File: config.mk
export PLATFORM = sky130hd
export DESIGN_NAME = gray_monitor_flat
export DESIGN_NICKNAME = d
export VERILOG_FILES = /design/src/rtl/gray_if.sv /design/src/rtl/gray_monitor.sv /design/src/flat_wrapper.sv
export SDC_FILE = /design/constraint.sdc
export NUM_CORES = 1
export LEC_CHECK = 0
export ABC_AREA = 1
export CAP_MARGIN = 10
export CELL_PAD_IN_SITES_DETAIL_PLACEMENT = 1
export CELL_PAD_IN_SITES_GLOBAL_PLACEMENT = 1
export CORE_MARGIN = 2
export CORE_UTILIZATION = 34
export DETAILED_ROUTE_END_ITERATION = 16
export PLACE_DENSITY = 0.81
export SETUP_SLACK_MARGIN = 0.4
export SLEW_MARGIN = 20
export SYNTH_ARGS = -nofsm -noshare
export SYNTH_HDL_FRONTEND = slang
export SYNTH_SLANG_ARGS = --single-unit
File: constraint.sdc
create_clock -name clk -period 1.5 [get_ports clk]
set_input_delay 0.15 -clock clk [delete_from_list [all_inputs] [get_ports clk]]
set_output_delay 0.15 -clock clk [all_outputs]
set_load 0.005 [all_outputs]
File: src/rtl/gray_if.sv
// Sample/result bundle between an upstream Gray counter and gray_monitor.
// The master drives samples and err clears; the slave returns decoded results.
interface gray_if #(
  parameter int ERR_W = 8
);
  logic [3:0]       gray_in;
  logic             in_valid;
  logic             clr_err;
  logic [3:0]       bin_out;
  logic             out_valid;
  logic             step_err;
  logic             locked;
  logic [ERR_W-1:0] err_cnt;
  logic [7:0]       wrap_cnt;

  modport master (
    output gray_in, in_valid, clr_err,
    input  bin_out, out_valid, step_err, locked, err_cnt, wrap_cnt
  );

  modport slave (
    input  gray_in, in_valid, clr_err,
    output bin_out, out_valid, step_err, locked, err_cnt, wrap_cnt
  );
endinterface

File: src/rtl/gray_monitor.sv
// Decodes a 4-bit Gray stream to binary, checks each step is a +1 increment,
// and tracks lock status, bad-step count and wrap count.
module gray_monitor #(
  parameter int LOCK_COUNT = 3,
  parameter int ERR_W      = 8
) (
  input logic   clk,
  input logic   rst,
  gray_if.slave bus
);

  localparam int RUN_W = $clog2(LOCK_COUNT + 1);

  typedef enum logic [1:0] {IDLE, TRACK, LOCKED} state_e;

  state_e           state_q,     state_d;
  logic [RUN_W-1:0] run_q,       run_d;
  logic [3:0]       prev_bin_q,  prev_bin_d;
  logic [3:0]       bin_out_q,   bin_out_d;
  logic             out_valid_q, out_valid_d;
  logic             step_err_q,  step_err_d;
  logic             locked_q,    locked_d;
  logic [ERR_W-1:0] err_cnt_q,   err_cnt_d;
  logic [7:0]       wrap_cnt_q,  wrap_cnt_d;

  logic [3:0]       bin_new;
  logic [3:0]       prev_inc;
  logic [RUN_W-1:0] run_inc;
  logic             good_step;

  function automatic logic [3:0] gray2bin(input logic [3:0] g);
    logic [3:0] b;
    b[3] = g[3];
    for (int i = 2; i >= 0; i--) b[i] = b[i+1] ^ g[i];
    return b;
  endfunction

  always_comb begin
    // NOTE: every _d gets a default first so no path leaves it unassigned (no latches).
    state_d     = state_q;
    run_d       = run_q;
    prev_bin_d  = prev_bin_q;
    bin_out_d   = bin_out_q;
    out_valid_d = 1'b0;
    step_err_d  = 1'b0;
    wrap_cnt_d  = wrap_cnt_q;
    err_cnt_d   = err_cnt_q;

    bin_new   = gray2bin(bus.gray_in);
    prev_inc  = prev_bin_q + 4'd1;
    run_inc   = run_q + RUN_W'(1);
    good_step = (bin_new == prev_inc);

    if (bus.in_valid) begin
      bin_out_d   = bin_new;
      out_valid_d = 1'b1;
      prev_bin_d  = bin_new;
      unique case (state_q)
        IDLE: begin
          state_d = TRACK;
          run_d   = '0;
        end
        TRACK: begin
          if (good_step) begin
            run_d = run_inc;
            if (run_inc == RUN_W'(LOCK_COUNT)) state_d = LOCKED;
          end else begin
            run_d      = '0;
            step_err_d = 1'b1;
          end
        end
        LOCKED: begin
          if (!good_step) begin
            state_d    = TRACK;
            run_d      = '0;
            step_err_d = 1'b1;
          end
        end
        default: begin
          state_d = IDLE;
          run_d   = '0;
        end
      endcase
      // A good step out of 15 necessarily lands on 0; the IDLE sample is never a step.
      if (state_q != IDLE && good_step && prev_bin_q == 4'hF)
        wrap_cnt_d = wrap_cnt_q + 8'd1;
    end

    locked_d = (state_d == LOCKED);

    if (bus.clr_err)
      err_cnt_d = step_err_d ? ERR_W'(1) : '0;
    else if (step_err_d && err_cnt_q != '1)
      err_cnt_d = err_cnt_q + ERR_W'(1);
  end

  always_ff @(posedge clk) begin
    // NOTE: non-blocking assignments so every flop samples pre-edge values.
    if (rst) begin
      state_q     <= IDLE;
      run_q       <= '0;
      prev_bin_q  <= '0;
      bin_out_q   <= '0;
      out_valid_q <= 1'b0;
      step_err_q  <= 1'b0;
      locked_q    <= 1'b0;
      err_cnt_q   <= '0;
      wrap_cnt_q  <= '0;
    end else begin
      state_q     <= state_d;
      run_q       <= run_d;
      prev_bin_q  <= prev_bin_d;
      bin_out_q   <= bin_out_d;
      out_valid_q <= out_valid_d;
      step_err_q  <= step_err_d;
      locked_q    <= locked_d;
      err_cnt_q   <= err_cnt_d;
      wrap_cnt_q  <= wrap_cnt_d;
    end
  end

  assign bus.bin_out   = bin_out_q;
  assign bus.out_valid = out_valid_q;
  assign bus.step_err  = step_err_q;
  assign bus.locked    = locked_q;
  assign bus.err_cnt   = err_cnt_q;
  assign bus.wrap_cnt  = wrap_cnt_q;

endmodule
File: src/flat_wrapper.sv
// flat-port wrapper written by rule: the top's interface ports become plain ports
module gray_monitor_flat 
#(
  parameter int LOCK_COUNT = 3,
  parameter int ERR_W      = 8
)
  (clk, rst, bus_gray_in, bus_in_valid, bus_clr_err, bus_bin_out, bus_out_valid, bus_step_err, bus_locked, bus_err_cnt, bus_wrap_cnt);
  gray_if #(.ERR_W(ERR_W)) bus_i ();
  input logic clk;
  input logic rst;
  input wire logic [$bits(bus_i.gray_in)-1:0] bus_gray_in;
  input wire logic [$bits(bus_i.in_valid)-1:0] bus_in_valid;
  input wire logic [$bits(bus_i.clr_err)-1:0] bus_clr_err;
  output wire logic [$bits(bus_i.bin_out)-1:0] bus_bin_out;
  output wire logic [$bits(bus_i.out_valid)-1:0] bus_out_valid;
  output wire logic [$bits(bus_i.step_err)-1:0] bus_step_err;
  output wire logic [$bits(bus_i.locked)-1:0] bus_locked;
  output wire logic [$bits(bus_i.err_cnt)-1:0] bus_err_cnt;
  output wire logic [$bits(bus_i.wrap_cnt)-1:0] bus_wrap_cnt;
  assign bus_i.gray_in = bus_gray_in;
  assign bus_i.in_valid = bus_in_valid;
  assign bus_i.clr_err = bus_clr_err;
  assign bus_bin_out = bus_i.bin_out;
  assign bus_out_valid = bus_i.out_valid;
  assign bus_step_err = bus_i.step_err;
  assign bus_locked = bus_i.locked;
  assign bus_err_cnt = bus_i.err_cnt;
  assign bus_wrap_cnt = bus_i.wrap_cnt;
  gray_monitor #(.LOCK_COUNT(LOCK_COUNT), .ERR_W(ERR_W)) u_core (.clk(clk), .rst(rst), .bus(bus_i));
endmodule
Word level (Yosys, flattened, before mapping)
Index checks and enable logic that the tools add are counted.
{ "op_classes": {"addsub": 4, "n_eq_ne": 8, "mux": 15, "bitwise": 3, "reduce_logical": 9} }
{ "op_table": {"columns": ["operator", "n"], "rows": [
  ["8-bit by 1-bit adder with 8-bit output (second input constant)", 2],
  ["8-bit two-way mux", 2],
  ["2-bit two-way mux", 6],
  ["8-bit != test (second input constant)", 1],
  ["2-bit equality test (second input constant)", 3],
  ["2-bit case mux with 3 select lines", 1],
  ["1-bit two-way mux", 5],
  ["4-bit by 1-bit adder with 4-bit output (second input constant)", 1],
  ["4-bit equality test", 1],
  ["4-bit equality test (second input constant)", 1],
  ["2-bit case mux with 2 select lines", 1],
  ["2-bit AND reduction", 2],
  ["2-bit nonzero test", 2],
  ["1-bit logical AND", 3],
  ["1-bit XOR", 3],
  ["2-bit by 1-bit adder with 2-bit output (second input constant)", 1],
  ["2-bit by 1-bit equality test with 1-bit output (second input constant)", 1],
  ["2-bit zero test", 1],
  ["2-bit != test (second input constant)", 1],
  ["2-bit OR reduction", 1]
]} }
{ "totals": {"register_bits": 27, "out_inout_bits": 23, "wordCells": 47} }

Depth between registers and ports, before layout
{ "logic_depth": {"ltp_word": 10, "ltp_mapped": 14} }

Worst setup path before layout
No wires, ideal clock.
{ "synth_path": {"kind": "flip-flop to flip-flop", "startpoint": "register u_core.prev_bin_q[0]", "endpoint": "register u_core.wrap_cnt_q[4] (netlist: u_core.bus.wrap_cnt[4])", "t_arrival_ns": 1.577, "required_time_ns": 1.387, "path_slack_ns": -0.189, "path_stages_with_launch": 13, "n_path_buf": 0, "cell_sequence": "dfxtp_1 -> ha_1 -> nand2_1 -> nand2_1 -> nand2_1 -> nand2_1 -> nand2_4 -> nor2_8 -> nand3_4 -> nor2_4 -> nand3_1 -> nand2_1 -> a21oi_2"} }
{ "synth_via": {"elab_chain_len": 5, "elab_cells_between_ends": 6, "classes_between": "1 x add/sub; 2 x eq/ne; 3 x reduce/logical"} }
{ "synth_rtl": {"columns": ["item", "line", "text"], "rows": [
  ["from (decl)", "gray_monitor.sv:18", "logic [3:0] prev_bin_q, prev_bin_d;"],
  ["from (signal assigned)", "gray_monitor.sv:112", "prev_bin_q <= prev_bin_d;"],
  ["4-bit by 1-bit adder with 4-bit output", "gray_monitor.sv:50", "prev_inc = prev_bin_q + 4'd1;"],
  ["4-bit equality test", "gray_monitor.sv:52", "good_step = (bin_new == prev_inc);"],
  ["1-bit logical AND", "gray_monitor.sv:85", "if (state_q != IDLE && good_step && prev_bin_q == 4'hF)"],
  ["1-bit logical AND (*)", "gray_monitor.sv:85", null],
  ["2-bit AND reduction (no source line) (*)", null, null],
  ["to (signal assigned)", "gray_monitor.sv:118", "wrap_cnt_q <= wrap_cnt_d;"],
  ["to (decl)", "gray_monitor.sv:24", "logic [7:0] wrap_cnt_q, wrap_cnt_d;"]
]} }
Mark *: on every way between the ends. The rest lies on a longest branch, timed or not.
A chain may end at the register's enable or synchronous reset.

Final worst setup path
{ "layout_path": {"startpoint": "register u_core.prev_bin_q[1]", "endpoint": "register u_core.wrap_cnt_q[2] (netlist: u_core.bus.wrap_cnt[2])"} }
Same word-level chain as after synthesis.

==> impl_summary.txt <==
----------------------------------------------------
[Final layout]
  Syn-to-layout area delta ... 57.7%
  Final antenna diode count ... 0
  Final #Nets ... 322
  Final cell count without fillers ... roughly 360
  Fraction of layout cells with a size suffix above 1 ... 44.6%

[Logic synthesis]
  Post-Synthesis Net Count ... around 240
  Complex-gate fraction of the synthesized area ... 13.6%
  Synthesis Warnings ... 0
  Primary FF master, synth ... sky130_fd_sc_hd__dfxtp_1
  Multiplexer area fraction after synthesis ... 0%
  Post-synthesis instance area ... 0.00165 mm^2
  Area share of and/or/nand/nor cells after synthesis ... ~37%
  Area leader, netlist ... sky130_fd_sc_hd__dfxtp_1
  Asr flop ratio synth ... 0%
  Number of synthesized flops with an enable pin ... 0
  Leading cell types by total area after synthesis ... sky130_fd_sc_hd__dfxtp_1, sky130_fd_sc_hd__nand2_1, sky130_fd_sc_hd__inv_1
  Post-Synthesis Cells ... 222
  Ranking of synthesized cells by instance count ... sky130_fd_sc_hd__nand2_1, sky130_fd_sc_hd__inv_1, sky130_fd_sc_hd__dfxtp_1
  Register bit total from synthesis ... 27
  Share of the yosys chip area belonging to registers ... between 30% and 40%
  Cell with the most instances after synthesis ... sky130_fd_sc_hd__nand2_1
  Post-synthesis share of cell area spent on full adders, half adders and majority gates ... between 6 and 7%
  Unique cell type count in the Yosys netlist ... 30
  Combinational family with the most area after synthesis ... simple AND/OR/NAND/NOR gates
  Xor/xnor cell area share of the yosys netlist ... 1.06%
  Share of the synthesized area in the top cell type ... 32.8%
  Average size of a mapped cell ... between 7 and 8 um^2

[Timing]
  Maximum achievable frequency ... 551 MHz
  Final Critical Period ... ~1.8 ns
  Count of pins over their slew limit ... 0
  Unrepaired setup endpoints after global routing ... true
  Final period util ... 121%
  Final setup violation count ... 22
  Final worst hold slack ... 0.443 ns
  Setup TNS ... -5.45 ns
  Number of failing hold endpoints at the final stage ... 0
  Relative slew margins ... 78.9%
  Post-route clock skew ... 0.00195 ns
  Final Worst Setup Slack ... -0.314 ns
  Tightest Pin Transition ... 0.317 ns

[Detailed routing]
  Via count ... 1859
  Remaining number of nets flagged by the antenna check after routing ... 0
  Number of search-and-repair iterations in the first detailed-routing pass ... 4
  Routed wirelength normalized by instance count ... 16.6 um
  Per-cell via count in the routed design ... 5.18
  Detailed-route DRC error count ... 0
  DRT iter0 DRCs ... 76
  Final wirelength ... 5.95 mm

[Power and ir drop]
  Overall power consumption ... 1600 uW
  Leakage power ... 0.00123 uW
  Worst voltage drop across the vdd grid ... 0.345 mV
  Power density over the cells ... about 610 mW/mm^2

[Clock network]
  Source-to-sink clock delay at the later pin of the worst-skew pair ... 0.29 ns
  Number of buffers added by the clock tree synthesis step ... 3
  Number of hold buffers added after cts ... 0
  CTS HTree Levels ... 1
  Root Buffer Master ... sky130_fd_sc_hd__clkbuf_8
  Clock tree buffer depth ... 2
  Clk slew on worst S/H paths ... 0.11 ns
  Number of sinks handled by clock tree synthesis ... 27
  CTS tree ... done

[Global routing]
  Pin count of the biggest net entering global routing ... 17
  Wire length of the first global-routing pass ... 8.28 mm
  GRT overflow ... 0
  Vias in the first global route ... 1903
  Antenna violations before repair ... 0
  GRT Overall Usage ... 19.8%

[Floorplanning]
  Overall die area ... 0.00543 mm^2
  Cell Rows ... 25
  Vertical die dimension ... between 70 and 80 um
  Die Span X ... about 74 um
  Initial Utilization ... 35.2%
  Core footprint ... 0.00469 mm^2
  Number of ports placed on the die boundary ... 31

[Run]
  Total of max-cap violations ... 0

[Outcome]
  Outcome ... finished with violations
  Failing checks ... negative setup slack

[Critical path]
  Worst EP required ... 1.69 ns
  Kind of start point of the critical path ... register
  Worst EP arrival ... 2.01 ns
  Critical Setup Path Class ... reg2reg
  Depth of the most critical reg-to-reg path ... 12
  Register-to-Register Setup Slack ... -0.31 ns
  Setup crit end kind ... register
  Crit-path max FO ... 7

[Worst hold path]
  Hold Crit Class ... in2reg
  Cell depth of the worst hold path ... 4

[Place]
  Weighted congestion reported at the end of routability-driven placement ... 0.843
  Port Buf Inserts ... 30
  Post-detail-place hpwl ... 3.47 mm
  Placed insts ... 332

----------------------------------------------------
layout by cell type (no fill, tap or decap), types with 3 or more instances in the layout:
| master | synthesis | layout |
|---|---|---|
| sky130_fd_sc_hd__buf_6 | 0 | 10 |
| sky130_fd_sc_hd__nand3_4 | 3 | 5 |
| sky130_fd_sc_hd__inv_1 | 35 | 34 |
| sky130_fd_sc_hd__nand3_2 | 5 | 8 |
| sky130_fd_sc_hd__a21oi_2 | 3 | 6 |
| sky130_fd_sc_hd__ha_1 | 8 | 7 |
| sky130_fd_sc_hd__nor2_4 | 3 | 3 |
| sky130_fd_sc_hd__nand2_2 | 4 | 10 |
| sky130_fd_sc_hd__clkdlybuf4s50_1 | 0 | 4 |
| sky130_fd_sc_hd__clkbuf_8 | 0 | 3 |
| sky130_fd_sc_hd__dfxtp_4 | 0 | 7 |
| sky130_fd_sc_hd__nand3_1 | 14 | 9 |
| sky130_fd_sc_hd__buf_2 | 2 | 6 |
| sky130_fd_sc_hd__dlygate4sd2_1 | 0 | 18 |
| sky130_fd_sc_hd__o21ai_1 | 1 | 4 |
| sky130_fd_sc_hd__nand2_4 | 4 | 6 |
| sky130_fd_sc_hd__dfxtp_1 | 27 | 8 |
| sky130_fd_sc_hd__nor2_1 | 18 | 16 |
| sky130_fd_sc_hd__a21oi_1 | 18 | 15 |
| sky130_fd_sc_hd__nand4_1 | 7 | 7 |
| sky130_fd_sc_hd__nand2_1 | 41 | 33 |
| sky130_fd_sc_hd__o21ai_0 | 10 | 4 |
| sky130_fd_sc_hd__buf_4 | 0 | 43 |
| sky130_fd_sc_hd__dfxtp_2 | 0 | 12 |
| sky130_fd_sc_hd__o21ai_2 | 0 | 3 |
where the power goes:
group / leakage [uW] / switching, uW / internal (uW)
Sequential: 0.000230 / 16.8 / 727
Combinational: 0.000977 / 225 / 165
Clock: 0.0000260 / 272 / 192
Total: 0.00123 / 514 / 1080
metal layers:
layer | global-route usage, % | routed length, um | up-vias
met5 | 0 | 0 | -
li1 | - | - | 891
met3 | 2.74 | 143 | 15
met2 | 37.8 | 3220 | 41
met1 | 21.5 | 2480 | 912
met4 | 7.88 | 112 | 0
critical path, stage by stage (launching register included):
cell and delay [ns]:
sky130_fd_sc_hd__dfxtp_4 0.38, sky130_fd_sc_hd__ha_4 0.17, sky130_fd_sc_hd__nor2_2 0.07, sky130_fd_sc_hd__inv_1 0.06
sky130_fd_sc_hd__nand2_1 0.07, sky130_fd_sc_hd__nand2_1 0.06, sky130_fd_sc_hd__nand2_2 0.08, sky130_fd_sc_hd__nand2_4 0.07
sky130_fd_sc_hd__nor2_8 0.20, sky130_fd_sc_hd__nand3_4 0.16, sky130_fd_sc_hd__nor2_4 0.18, sky130_fd_sc_hd__a21oi_1 0.11
sky130_fd_sc_hd__o21a_1 0.11
timing repair:
action / 4_1_cts / 5_1_grt
buffers inserted: 18 / 5
gates resized for setup: 86 / 19
setup endpoints to repair: 46 / 26
pin swaps: 6 / 9
hold endpoints to repair: 0 / 0
gates cloned: 0 / 0
cell type report:
cell class,instances,area [um^2]
clock inverter,1,6.26
clock buffer,3,41.3
sequential,27,582
multi-input combinational,155,1090
timing repair buffer,82,668
tap,54,67.6
inverter,37,145
fill,580,2090
path summary, 6_finish.rpt:
| path | startpoint | endpoint |
|---|---|---|
| max | u_core.prev_bin_q[1] | u_core.bus.wrap_cnt[2] |
| min | bus_gray_in[3] | u_core.prev_bin_q[3] |
| max reg2reg | u_core.prev_bin_q[1] | u_core.bus.wrap_cnt[2] |
| min reg2reg | u_core.bus.wrap_cnt[4] | u_core.bus.wrap_cnt[4] |
stage by stage:
step	util [%]	cell area [um^2]	worst slack [ns]
3_5_place_dp	48.5	2280	-0.566
3_3_place_gp	48.5	2280	-0.437
5_1_grt	55.5	2600	-0.425
2_1_floorplan	-	1710	-0.111
6_report	55.5	2600	-0.314
4_1_cts	53.6	2510	-0.207
registers in the layout (all words and copies together), names as in the netlist:
register / flops
u_core.bus.err_cnt: 8
u_core.bus.wrap_cnt: 8
u_core.prev_bin_q: 4
u_core.run_q: 2
u_core.state_q: 2
u_core.bus.locked: 1
u_core.bus.out_valid: 1
u_core.bus.step_err: 1
kinds of logic (layout without fill, tap and decap cells):
logic type,after synthesis,after routing
adders and majority gates,8,8
and+or+nand+nor,106,106
AOI/OAI and AO/OA,39,39
xor gates and xnor gates,2,2
buffers and inverters,40,123
DFF,27,27
No activity file was read; power rests on OpenSTA's default activity.
